[config.mk]
export PLATFORM = sky130hd
export DESIGN_NAME = period_tick
export DESIGN_NICKNAME = d
export VERILOG_FILES = /design/src/rtl/temp_pkg.sv /design/src/rtl/room_thermal_model_period_tick.sv
export SDC_FILE = /design/constraint.sdc
export NUM_CORES = 1
export LEC_CHECK = 0
export BUFFER_PORTS_ARGS = -buffer_cell sky130_fd_sc_hd__buf_2
export CAP_MARGIN = 0
export CORE_MARGIN = 5
export CORE_UTILIZATION = 45
export DETAILED_ROUTE_END_ITERATION = 6
export PLACE_DENSITY = 0.65
export SYNTH_ARGS = -nofsm -noshare
export SYNTH_HDL_FRONTEND = slang
export SYNTH_SLANG_ARGS = --single-unit
[constraint.sdc]
create_clock -name clk -period 2.8 [get_ports clk]
set_input_delay 0.56 -clock clk [delete_from_list [all_inputs] [get_ports clk]]
set_output_delay 0.56 -clock clk [all_outputs]
set_load 0.005 [all_outputs]
[src/rtl/temp_pkg.sv]
// Shared types and defaults for the room thermal plant and its controller.
package temp_pkg;

  localparam int TEMP_W_DEFAULT = 7;
  localparam int CNT_W          = 16;

  typedef enum logic [1:0] {
    IDLE  = 2'd0,
    HEAT  = 2'd1,
    COOL  = 2'd2,
    DRIFT = 2'd3
  } mode_t;

  // Mode requested by the current inputs; h and c together fall back to drift.
  function automatic mode_t next_mode_f(input logic start, input logic h, input logic c);
    if (!start)
      return IDLE;
    else if (h && !c)
      return HEAT;
    else if (!h && c)
      return COOL;
    else
      return DRIFT;
  endfunction

endpackage

[src/rtl/room_thermal_model_period_tick.sv]
// Free-running period counter: tick on the last count of each period.
module period_tick
  import temp_pkg::*;
#(
  parameter int CNT_W_P = CNT_W
) (
  input  logic               clk,
  input  logic               reset,
  input  logic               clear,
  input  logic               en,
  input  logic [CNT_W_P-1:0] period,
  output logic               tick
);

  logic [CNT_W_P-1:0] count;

  assign tick = en && (count == period - CNT_W_P'(1));

  // Count while enabled, wrap on tick, restart on clear.
  always_ff @(posedge clk) begin
    if (!reset)
      count <= '0;
    else if (clear)
      count <= '0;
    else if (en) begin
      if (tick)
        count <= '0;
      else
        count <= count + CNT_W_P'(1);
    end
  end

endmodule

==> results of run 1 <==
==> how the worst min path moves through the flow <==
stage / start / to / slack, ns / cells past startpoint
2_1_floorplan: count[15]$_SDFFE_PP0P_ / count[15]$_SDFFE_PP0P_ / 0.50 / 2
3_5_place_dp: count[15]$_SDFFE_PP0P_ / count[15]$_SDFFE_PP0P_ / 0.54 / 2
6_report: reset / count[0]$_SDFFE_PP0P_ / 0.54 / 3
4_1_cts: reset / count[0]$_SDFFE_PP0P_ / 0.54 / 3
5_1_grt: reset / count[0]$_SDFFE_PP0P_ / 0.56 / 3
3_3_place_gp: count[15]$_SDFFE_PP0P_ / count[15]$_SDFFE_PP0P_ / 0.52 / 2
==> timing repair <==
action / in CTS / in global routing
buffers inserted: 0 / 4
setup endpoints to repair: 0 / 1
hold buffers: 0 / 0
gates resized for setup: 0 / 13
==> metal layers <==
layer	wire, um	GRT usage, %	vias to the layer above
met5	0	0	-
met4	76	8.354	0
met3	131	1.498	7
met2	1734	28.83	28
met1	1653	21.62	681
li1	-	-	704
==> power by group through the flow <==
stage	registers (mW)	clock network (mW)	logic, mW
after floorplan	0.235	0	0.0610
after global placement	0.235	0	0.101
after detailed placement	0.235	0	0.104
after CTS	0.230	0.123	0.104
after global routing	0.230	0.131	0.125
final	0.230	0.121	0.115
==> layout by cell type, fill, tap and decap left out, types with 2 or more instances in the layout <==
| cell type | Yosys | routed |
|---|---|---|
| nor3_1 | 6 | 6 |
| nor2_1 | 11 | 11 |
| or2_2 | 2 | 2 |
| nand2b_1 | 4 | 4 |
| nand3_1 | 7 | 7 |
| a21o_1 | 2 | 2 |
| and3_1 | 4 | 4 |
| a21oi_1 | 4 | 4 |
| buf_2 | 3 | 18 |
| nor2_2 | 10 | 10 |
| o211ai_1 | 2 | 2 |
| buf_4 | 0 | 15 |
| nor4_1 | 6 | 5 |
| xor2_1 | 16 | 16 |
| dfxtp_1 | 16 | 15 |
| nor2b_1 | 3 | 3 |
| clkbuf_4 | 0 | 3 |
| inv_1 | 7 | 5 |
| xnor2_1 | 15 | 14 |
| a311o_1 | 2 | 2 |
| nand2_1 | 9 | 9 |
| nand4_1 | 8 | 8 |
| inv_4 | 0 | 2 |
==> cell type report <==
type / instances / area share [%]
sequential: 16 / 18.20
tap: 44 / 3.116
multi-input combinational: 145 / 62.68
inverter: 7 / 1.771
timing repair buffer: 35 / 12.96
clock buffer: 3 / 1.275
==> cells by family after synthesis <==
logic type	count (synthesis)	synth area share, %
AND/OR/NAND/NOR	83	35.15
adder cells (fa/ha/maj)	2	1.702
XOR/XNOR	32	19.57
multiplexers	1	0.6809
flip-flops	16	21.79
buffers and inverters	15	5.106
AO/OA/AOI/OAI	27	16.00
==> critical path: stages <==
cell and delay, ns:
buf_2 0.13, xor2_1 0.16, or4_1 0.47, a31oi_1 0.24, o22ai_2 0.14, nor4_2 0.29, buf_2 0.15
==> cell usage after synthesis (3+ instances only) <==
cell      number  area share [%]
a21oi_1        4             1.4
and3_1         4             1.7
buf_2          3             1.0
clkbuf_1       3            0.77
dfxtp_1       16              22
inv_1          7             1.8
nand2_1        9             2.3
nand2b_1       4             1.7
nand3_1        7             2.4
nand4_1        8             3.4
nor2_1        11             2.8
nor2_2        10             4.3
nor2b_1        3             1.3
nor3_1         6             2.0
nor4_1         6             2.6
xnor2_1       15             8.9
xor2_1        16             9.5
==> per-stage QoR <==
step	util (%)	hold WS, ns	power, mW
after global placement	53.47	0.5216	0.3364
after global routing	56.94	0.5587	0.4865
after CTS	54.19	0.5374	0.4571
final	56.94	0.5379	0.4656
after floorplan	-	0.4996	0.2957
after detailed placement	53.47	0.5419	0.3390
==> impl_metrics.env, run 1 <==
export IMPL_drt_total_wl_um=3595
export IMPL_crit_required_ns=2.24
export IMPL_cts_tree="built"
export IMPL_fin_cells=250
export IMPL_post_dp_cell_area_um2=1659
export IMPL_synth_fp_nets=198
export IMPL_clk_pin_slew_ns=0.08
export IMPL_postLayoutCellArea_um2=1767
export IMPL_worst_r2r_setup_slack_ns=0.42
export IMPL_yosysSeqAreaShare_pct=21.79
export IMPL_synth_edf_count=0
export IMPL_wl_per_cell_um=14.38
export IMPL_yosys_warnings=0
export IMPL_maxCapViolCount=0
export IMPL_setup_worst_path_start="period[14]"
export IMPL_grt_max_degree=13
export IMPL_path_class="input pin to output port"
export IMPL_fin_setup_tns_ns=0
export IMPL_power_share_switching_pct=29.01
export IMPL_hpwl_um=2805
export IMPL_cp_end_kind="output port"
export IMPL_r2r_end="count[15]$_SDFFE_PP0P_"
export IMPL_period_share_pct=96.58
export IMPL_dieWidth_um=67.16
export IMPL_gp_congestion=0.8381
export IMPL_dr_first_iter_drc_count=149
export IMPL_num_vias=1420
export IMPL_clkPwrFrac_pct=25.9
export IMPL_clk_latency_ns=0.29
export IMPL_skew_ns=0.002434
export IMPL_hold_class="input pin to register"
export IMPL_intPower_mw=0.3306
export IMPL_drive_above_1_share_pct=32.04
export IMPL_dieArea_um2=4510
export IMPL_syn_avg_cell_area_um2=8.353
export IMPL_num_antenna_cells=0
export IMPL_register_area_um2=321.6
export IMPL_power_frac_seq_pct=49.3
export IMPL_grtUsageTotal_pct=17.04
export IMPL_gr_total_overflow=0
export IMPL_layout_setup_ws_ns=0.09573
export IMPL_firstDrtPassIters=4
export IMPL_fmax_mhz=369.8
export IMPL_outcome="finished clean"
export IMPL_syn_to_final_growth_pct=20.17
export IMPL_worstMarginPinSlew_ns=0.5442
export IMPL_dp_cells=243
export IMPL_grt_pass1_wl_um=5968
export IMPL_viasPerCell=5.680
export IMPL_r2r_cells=9
export IMPL_power_density_nw_per_um2=263.5
export IMPL_fp_row_count=20
export IMPL_initial_utilization_pct=47.38
export IMPL_die_h_um=67.16
export IMPL_p_leak_nw=0.6466
export IMPL_rsz0062_at_grt="yes"
export IMPL_reg2reg_from="count[8]$_SDFFE_PP0P_"
export IMPL_synth_area_um2=1470
export IMPL_multiInputGateArea_um2=1107
export IMPL_synth_distinct_cells=54
export IMPL_ant_nets=0
export IMPL_top_register="count"
export IMPL_relSlewSlack_pct=63.39
export IMPL_hold_viol=0
export IMPL_synth_flop_cell="dfxtp_1"
export IMPL_io_pins=21
export IMPL_nFillCells=306
export IMPL_cp_max_fo=3
export IMPL_cts_sinks=16
export IMPL_synthCells=176
export IMPL_largest_reg_flops=16
export IMPL_cp_arrival_ns=2.14
export IMPL_combinationalPowerShare_pct=24.7
export IMPL_clockRootBuffer="clkbuf_4"
export IMPL_drv_slew=0
export IMPL_peakVddDrop_mv=0.2149
export IMPL_nNetsFinal=230
export IMPL_startpoint_type="input pin"
export IMPL_cp_endpoint="tick"
export IMPL_synth_seq_cells=16
export IMPL_core_um2=3103
export IMPL_setup_viol=0
export IMPL_cts_buffer_depth=2
export IMPL_cts_max_level=1
export IMPL_top_regs="count: 16 flops"
export IMPL_async_flop_share_pct=0
export IMPL_min_period_ns=2.704
export IMPL_port_buffers=20
export IMPL_antenna_found_initial=0
export IMPL_drc_errors=0
export IMPL_grt_pass1_vias=1329
export IMPL_dp_worst_setup_slack_ns=0.04856
export IMPL_switchingPower_mw=0.1351
export IMPL_cts_inserted_buffers=3
No activity file was read; power rests on OpenSTA's default activity.
==> run 2: changes to the inputs <==
--- a/config.mk
+++ b/config.mk
@@ -11,6 +11,7 @@
 export CORE_UTILIZATION = 45
 export DETAILED_ROUTE_END_ITERATION = 6
 export PLACE_DENSITY = 0.65
+export REMOVE_ABC_BUFFERS = 1
 export SYNTH_ARGS = -nofsm -noshare
 export SYNTH_HDL_FRONTEND = slang
 export SYNTH_SLANG_ARGS = --single-unit
==> run 2 against run 1 <==
Against the previous run:
- critical path depth rose by 2
- largest cell class unchanged
- register-to-register slack improved by 0.15 ns
- power fell by 0.42%
- first-iteration DRC count fell by 30%
- die area did not move
- cell area fell by 3.5%
==> impl_metrics.env, run 2 (same netlist as run 1, synthesis figures left out) <==
export IMPL_p_leak_nw=0.6112
export IMPL_core_um2=3103
export IMPL_top_register="count"
export IMPL_cts_sinks=16
export IMPL_dieWidth_um=67.16
export IMPL_syn_to_final_growth_pct=16.00
export IMPL_nNetsFinal=225
export IMPL_fmax_mhz=379.8
export IMPL_combinationalPowerShare_pct=23.7
export IMPL_worst_r2r_setup_slack_ns=0.57
export IMPL_cts_max_level=1
export IMPL_final_common_cell="buf_2"
export IMPL_hold_end="count[0]$_SDFFE_PP0P_"
export IMPL_drt_total_wl_um=3660
export IMPL_hold_viol=0
export IMPL_dp_cells=242
export IMPL_worst_hold_path_num_cells=3
export IMPL_port_buffers=20
export IMPL_hp_start="reset"
export IMPL_utilization_pct=54.96
export IMPL_cp_max_fo=6
export IMPL_cp_end_kind="output port"
export IMPL_reg2reg_from="count[5]$_SDFFE_PP0P_"
export IMPL_intPower_mw=0.3265
export IMPL_path_class="input pin to output port"
export IMPL_cts_inserted_buffers=3
export IMPL_grt_pass1_wl_um=6403
export IMPL_r2r_end="count[12]$_SDFFE_PP0P_"
export IMPL_peakVddDrop_mv=0.1920
export IMPL_nFillCells=312
export IMPL_worstMarginPinSlew_ns=0.5422
export IMPL_skew_ns=0.01246
export IMPL_die_h_um=67.16
export IMPL_relSlewSlack_pct=63.52
export IMPL_grt_pass1_vias=1411
export IMPL_initial_utilization_pct=47.38
export IMPL_num_vias=1412
export IMPL_drc_errors=0
export IMPL_io_pins=21
export IMPL_ant_nets=0
export IMPL_post_dp_cell_area_um2=1664
export IMPL_startpoint_type="input pin"
export IMPL_largest_reg_flops=16
export IMPL_final_cell_mix="buf_2, xor2_1, dfxtp_1, xnor2_1, nor2_1"
export IMPL_rsz0062_at_grt="no"
export IMPL_cts_tree="built"
export IMPL_whs_ns=0.5184
export IMPL_drive_above_1_share_pct=27.86
export IMPL_r2r_cells=8
export IMPL_postLayoutCellArea_um2=1705
export IMPL_clkPwrFrac_pct=26.8
export IMPL_power_share_switching_pct=29.58
export IMPL_min_period_ns=2.633
export IMPL_power_density_nw_per_um2=271.9
export IMPL_switchingPower_mw=0.1371
export IMPL_setup_viol=0
export IMPL_gp_congestion=0.8925
export IMPL_power_frac_seq_pct=49.5
export IMPL_cp_arrival_ns=2.07
export IMPL_top_regs="count: 16 flops"
export IMPL_crit_required_ns=2.24
export IMPL_hpwl_um=2962
export IMPL_wl_per_cell_um=14.94
export IMPL_antenna_found_initial=0
export IMPL_fin_setup_tns_ns=0
export IMPL_viasPerCell=5.763
export IMPL_num_antenna_cells=0
export IMPL_outcome="finished clean"
export IMPL_maxCapViolCount=0
export IMPL_grtUsageTotal_pct=18.44
export IMPL_gr_total_overflow=0
export IMPL_dieArea_um2=4510
export IMPL_dr_first_iter_drc_count=105
export IMPL_clockRootBuffer="clkbuf_4"
export IMPL_grt_max_degree=13
export IMPL_hold_class="input pin to register"
export IMPL_clk_latency_ns=0.30
export IMPL_fp_row_count=20
export IMPL_firstDrtPassIters=4
export IMPL_drv_slew=0
export IMPL_period_share_pct=94.03
export IMPL_clk_pin_slew_ns=0.10
export IMPL_cts_buffer_depth=2
export IMPL_fin_cells=245
==> run 2: changes by cell type in the layout (fill, tap and decap cells not counted), moves of 2 or more <==
cell / previous run / this run
buf_2: 18 / 20
buf_4: 15 / 9
inv_1: 5 / 7
inv_4: 2 / 0
==> run 2: how the worst max path moves through the flow <==
stage,start,endpoint,slack [ns],depth (start not counted)
floorplan,period[0],count[11]$_SDFFE_PP0P_,0.17,8
global placement,period[0],tick,0.11,9
detailed placement,period[0],tick,0.09,9
CTS,period[0],tick,0.08,9
global route,period[0],tick,0.01,9
finish,period[0],tick,0.17,9
==> run 2: cell type report <==
cell class	instances	area [um2]	area share, %
inverter	7	26.28	1.541
multi-input combinational	145	1094	64.12
timing repair buffer	30	187.7	11.01
clock buffer	3	22.52	1.321
sequential	16	320.3	18.78
tap	44	55.05	3.228
==> run 2: through the flow <==
step	power (mW)	worst slack, ns
finish	0.4637	0.1671
global route	0.4890	0.01104
CTS	0.4620	0.07700
detailed placement	0.3412	0.09276
global placement	0.3383	0.1106
floorplan	0.2874	0.1749
==> run 2: timing repair <==
| item | 4_1_cts | 5_1_grt |
|---|---|---|
| endpoints found under the setup margin | 0 | 1 |
| buffers inserted | 0 | 0 |
| gates resized for setup | 0 | 3 |
| hold buffers | 0 | 0 |
| endpoints found under the hold margin | 0 | 0 |
==> run 2: power by group through the flow <==
stage	registers, mW	clock network (mW)	logic [mW]
final	0.230	0.124	0.110
after global routing	0.230	0.138	0.121
after CTS	0.230	0.126	0.107
after detailed placement	0.235	0	0.106
after global placement	0.235	0	0.103
after floorplan	0.235	0	0.0527
==> run 2: critical path, stage by stage <==
cell,delay [ns]
buf_2,0.11
inv_1,0.09
ha_4,0.16
nor4b_4,0.27
and4b_1,0.25
a32o_1,0.14
o211ai_2,0.09
nor4_2,0.25
buf_2,0.15
==> run 2: per-layer routing <==
metal | vias to the layer above | global-route usage (%) | part of all wire [%]
li1 | 688 | - | -
met1 | 674 | 23.38 | 44
met2 | 43 | 31.53 | 49
met3 | 7 | 2.829 | 5.1
met4 | 0 | 6.582 | 2.0
met5 | - | 0 | 0
==> run 3: changes to the inputs <==
--- a/config.mk
+++ b/config.mk
@@ -5,12 +5,12 @@
 export SDC_FILE = /design/constraint.sdc
 export NUM_CORES = 1
 export LEC_CHECK = 0
-export BUFFER_PORTS_ARGS = -buffer_cell sky130_fd_sc_hd__buf_2
+export ABC_AREA = 1
+export BUFFER_PORTS_ARGS = -buffer_cell sky130_fd_sc_hd__buf_4
 export CAP_MARGIN = 0
 export CORE_MARGIN = 5
 export CORE_UTILIZATION = 45
 export DETAILED_ROUTE_END_ITERATION = 6
-export PLACE_DENSITY = 0.65
 export REMOVE_ABC_BUFFERS = 1
 export SYNTH_ARGS = -nofsm -noshare
 export SYNTH_HDL_FRONTEND = slang
==> run 3 against run 2 <==
Against the previous run:
- synthesized cell count up 59%
- power up 7.5%
- via count up 19%
- sequential share of layout area down 1.3 points
- worst setup slack better by 0.0017 ns
- core utilization down 0.53 points
- flip-flop and latch count unchanged
- synthesized area up 6.5%
- critical path type unchanged
- non-clock buffer count down 7
- count of clock-buffer cells in the layout up 1
- combinational power about the same
- register-to-register slack better by 0.39 ns
==> impl_metrics.env, run 3 <==
export IMPL_io_pins=21
export IMPL_grtUsageMet2_pct=27.98
export IMPL_worst_path_most_repeated_cell="nand2_1"
export IMPL_dp_worst_setup_slack_ns=0.06826
export IMPL_async_flop_share_pct=0
export IMPL_setup_worst_path_start="period[0]"
export IMPL_clkPwrFrac_pct=31.5
export IMPL_met3_usage_pct=1.135
export IMPL_p_leak_nw=0.8754
export IMPL_num_vias=1677
export IMPL_clk_latency_ns=0.29
export IMPL_register_area_um2=320.3
export IMPL_synth_top_area_share_pct=20.86
export IMPL_hpwl_um=3277
export IMPL_intPower_mw=0.3546
export IMPL_setup_viol=0
export IMPL_yosys_top_cells_count="nand2_1, nor2_1, inv_1"
export IMPL_rsz0062_at_grt="no"
export IMPL_synthMostInstantiatedCell="nand2_1"
export IMPL_cts_buffer_depth=2
export IMPL_top_register="count"
export IMPL_drive_above_1_share_pct=14.38
export IMPL_reg2reg_from="count[1]$_SDFFE_PP0P_"
export IMPL_cp_arrival_ns=2.07
export IMPL_synth_area_um2=1565
export IMPL_num_antenna_cells=0
export IMPL_cp_end_kind="output port"
export IMPL_skew_ns=0.008673
export IMPL_final_common_cell="nand2_1"
export IMPL_fp_row_count=21
export IMPL_top_regs="count: 16 flops"
export IMPL_cts_tree="built"
export IMPL_worst_hold_path_num_cells=2
export IMPL_cts_max_level=1
export IMPL_worstMarginPinSlew_ns=0.3997
export IMPL_ant_nets=0
export IMPL_hold_viol=0
export IMPL_relSlewSlack_pct=73.11
export IMPL_gr_total_overflow=0
export IMPL_grt_busiest_layer="met2"
export IMPL_r2r_cells=11
export IMPL_power_frac_seq_pct=46.1
export IMPL_dieArea_um2=4758
export IMPL_multiInputGateArea_um2=1094
export IMPL_grt_pass1_wl_um=6341
export IMPL_yosysSeqAreaShare_pct=20.46
export IMPL_hold_end="count[0]$_SDFFE_PP0P_"
export IMPL_path_cells="buf_4 > inv_2 > ha_2 > nand2_1 > nand2_1 > nor3_2 > buf_4 > nand3_1 > nor2_1 > nand2_1 > nor2_1 > nand2_1 > inv_1 > buf_4"
export IMPL_grt_pass1_vias=1467
export IMPL_antenna_found_initial=0
export IMPL_clockRootBuffer="clkbuf_4"
export IMPL_startpoint_type="input pin"
export IMPL_viasPerCell=4.764
export IMPL_grt_max_degree=12
export IMPL_synth_distinct_cells=29
export IMPL_hp_start="count[0]$_SDFFE_PP0P_"
export IMPL_largest_reg_flops=16
export IMPL_cts_inserted_buffers=3
export IMPL_peakVddDrop_mv=0.2584
export IMPL_drt_total_wl_um=3838
export IMPL_power_density_nw_per_um2=272.2
export IMPL_nFillCells=388
export IMPL_synthCells=280
export IMPL_syn_to_final_growth_pct=16.95
export IMPL_yosys_warnings=0
export IMPL_dr_first_iter_drc_count=96
export IMPL_gr_usage_met1_pct=25.00
export IMPL_final_cell_mix="nand2_1, nor2_1, inv_1, nand3_1, buf_4"
export IMPL_nNetsFinal=329
export IMPL_r2r_end="count[14]$_SDFFE_PP0P_"
export IMPL_crit_required_ns=2.24
export IMPL_maxCapViolCount=0
export IMPL_syn_avg_cell_area_um2=5.590
export IMPL_outcome="finished clean"
export IMPL_slowest_stage="ha_2"
export IMPL_min_period_ns=2.631
export IMPL_initial_utilization_pct=46.54
export IMPL_wl_per_cell_um=10.90
export IMPL_fmax_mhz=380.0
export IMPL_dieWidth_um=68.98
export IMPL_fin_setup_tns_ns=0
export IMPL_cpPeakStageDelay_ns=0.28
export IMPL_core_um2=3363
export IMPL_drv_slew=0
export IMPL_cts_sinks=16
export IMPL_die_h_um=68.98
export IMPL_synth_seq_cells=16
export IMPL_synth_area_top_cells="nand2_1, dfxtp_1, nor2_1"
export IMPL_synth_flop_cell="dfxtp_1"
export IMPL_firstDrtPassIters=4
export IMPL_switchingPower_mw=0.1437
export IMPL_drc_errors=0
export IMPL_layout_setup_ws_ns=0.1687
export IMPL_grtUsageTotal_pct=17.67
export IMPL_worst_r2r_setup_slack_ns=0.96
export IMPL_period_share_pct=93.97
export IMPL_hold_class="register to register"
export IMPL_cp_max_fo=4
export IMPL_path_class="input pin to output port"
export IMPL_combinationalPowerShare_pct=22.4
export IMPL_clk_pin_slew_ns=0.10
export IMPL_port_buffers=20
export IMPL_post_cts_buffers=0
export IMPL_synth_area_leader_cell="nand2_1"
export IMPL_gp_congestion=0.9531
export IMPL_power_share_switching_pct=28.83
export IMPL_synth_edf_count=0
run 3: worst max-delay path: cells and delay by family:
kind | cells | cell delay [ns]
adder cells (fa/ha/maj) | 1 | 0.28
buffers and inverters | 5 | 0.54
AND/OR/NAND/NOR | 8 | 0.68
run 3: area by class of cell:
class                           count  area share [%]
Multi-Input combinational cell    223           59.74
Tap cell                           46           3.144
Clock buffer                        4           1.982
Sequential cell                    16           17.50
Timing Repair Buffer               23           9.433
Inverter                           40           8.202
run 3: logic make-up (layout without fill, tap and decap cells):
family | count (synthesis) | in the layout | synth area share (%)
AO/OA/AOI/OAI | 16 | 16 | 5.515
XOR/XNOR | 16 | 16 | 8.953
adder cells (fa/ha/maj) | 2 | 2 | 1.598
buffers and inverters | 41 | 67 | 10.31
flip-flops | 16 | 16 | 20.46
AND/OR/NAND/NOR | 189 | 189 | 53.16
run 3: repair_timing:
action,CTS,global route
endpoints found under the hold margin,0,0
hold buffers,0,0
gates resized for setup,0,4
endpoints found under the setup margin,0,1
run 3: how the worst max path moves through the flow:
stage | end | slack (ns) | depth (start not counted)
6_report | tick | 0.17 | 14
2_1_floorplan | tick | 0.58 | 11
4_1_cts | tick | 0.06 | 15
5_1_grt | tick | 0.01 | 14
3_3_place_gp | tick | 0.07 | 15
3_5_place_dp | tick | 0.07 | 15
run 3: metrics by stage:
stage               hold WS [ns]  cells  cell area [um2]  total power [mW]  utilization, %
floorplan                 0.4810    279             1554            0.2965               -
global placement          0.5205    348             1784            0.3450           53.05
detailed placement        0.5171    348             1784            0.3445           53.05
CTS                       0.5326    352             1821            0.5013           54.13
global route              0.5629    352             1831            0.5243           54.43
finish                    0.5299    352             1831            0.4982           54.43
run 3: per-layer routing:
metal / share of wire, % / wire length, um / vias to the layer above
met5: 0 / 0 / -
met4: 1.0 / 40 / 0
met3: 3.5 / 134 / 4
met2: 45 / 1734 / 25
met1: 50 / 1929 / 726
li1: - / - / 922
run 3: power by group through the flow:
stage	logic [mW]	clock network [mW]	registers, mW
finish	0.112	0.157	0.230
global route	0.126	0.168	0.230
CTS	0.110	0.162	0.230
detailed placement	0.110	0	0.235
global placement	0.110	0	0.235
floorplan	0.0620	0	0.235
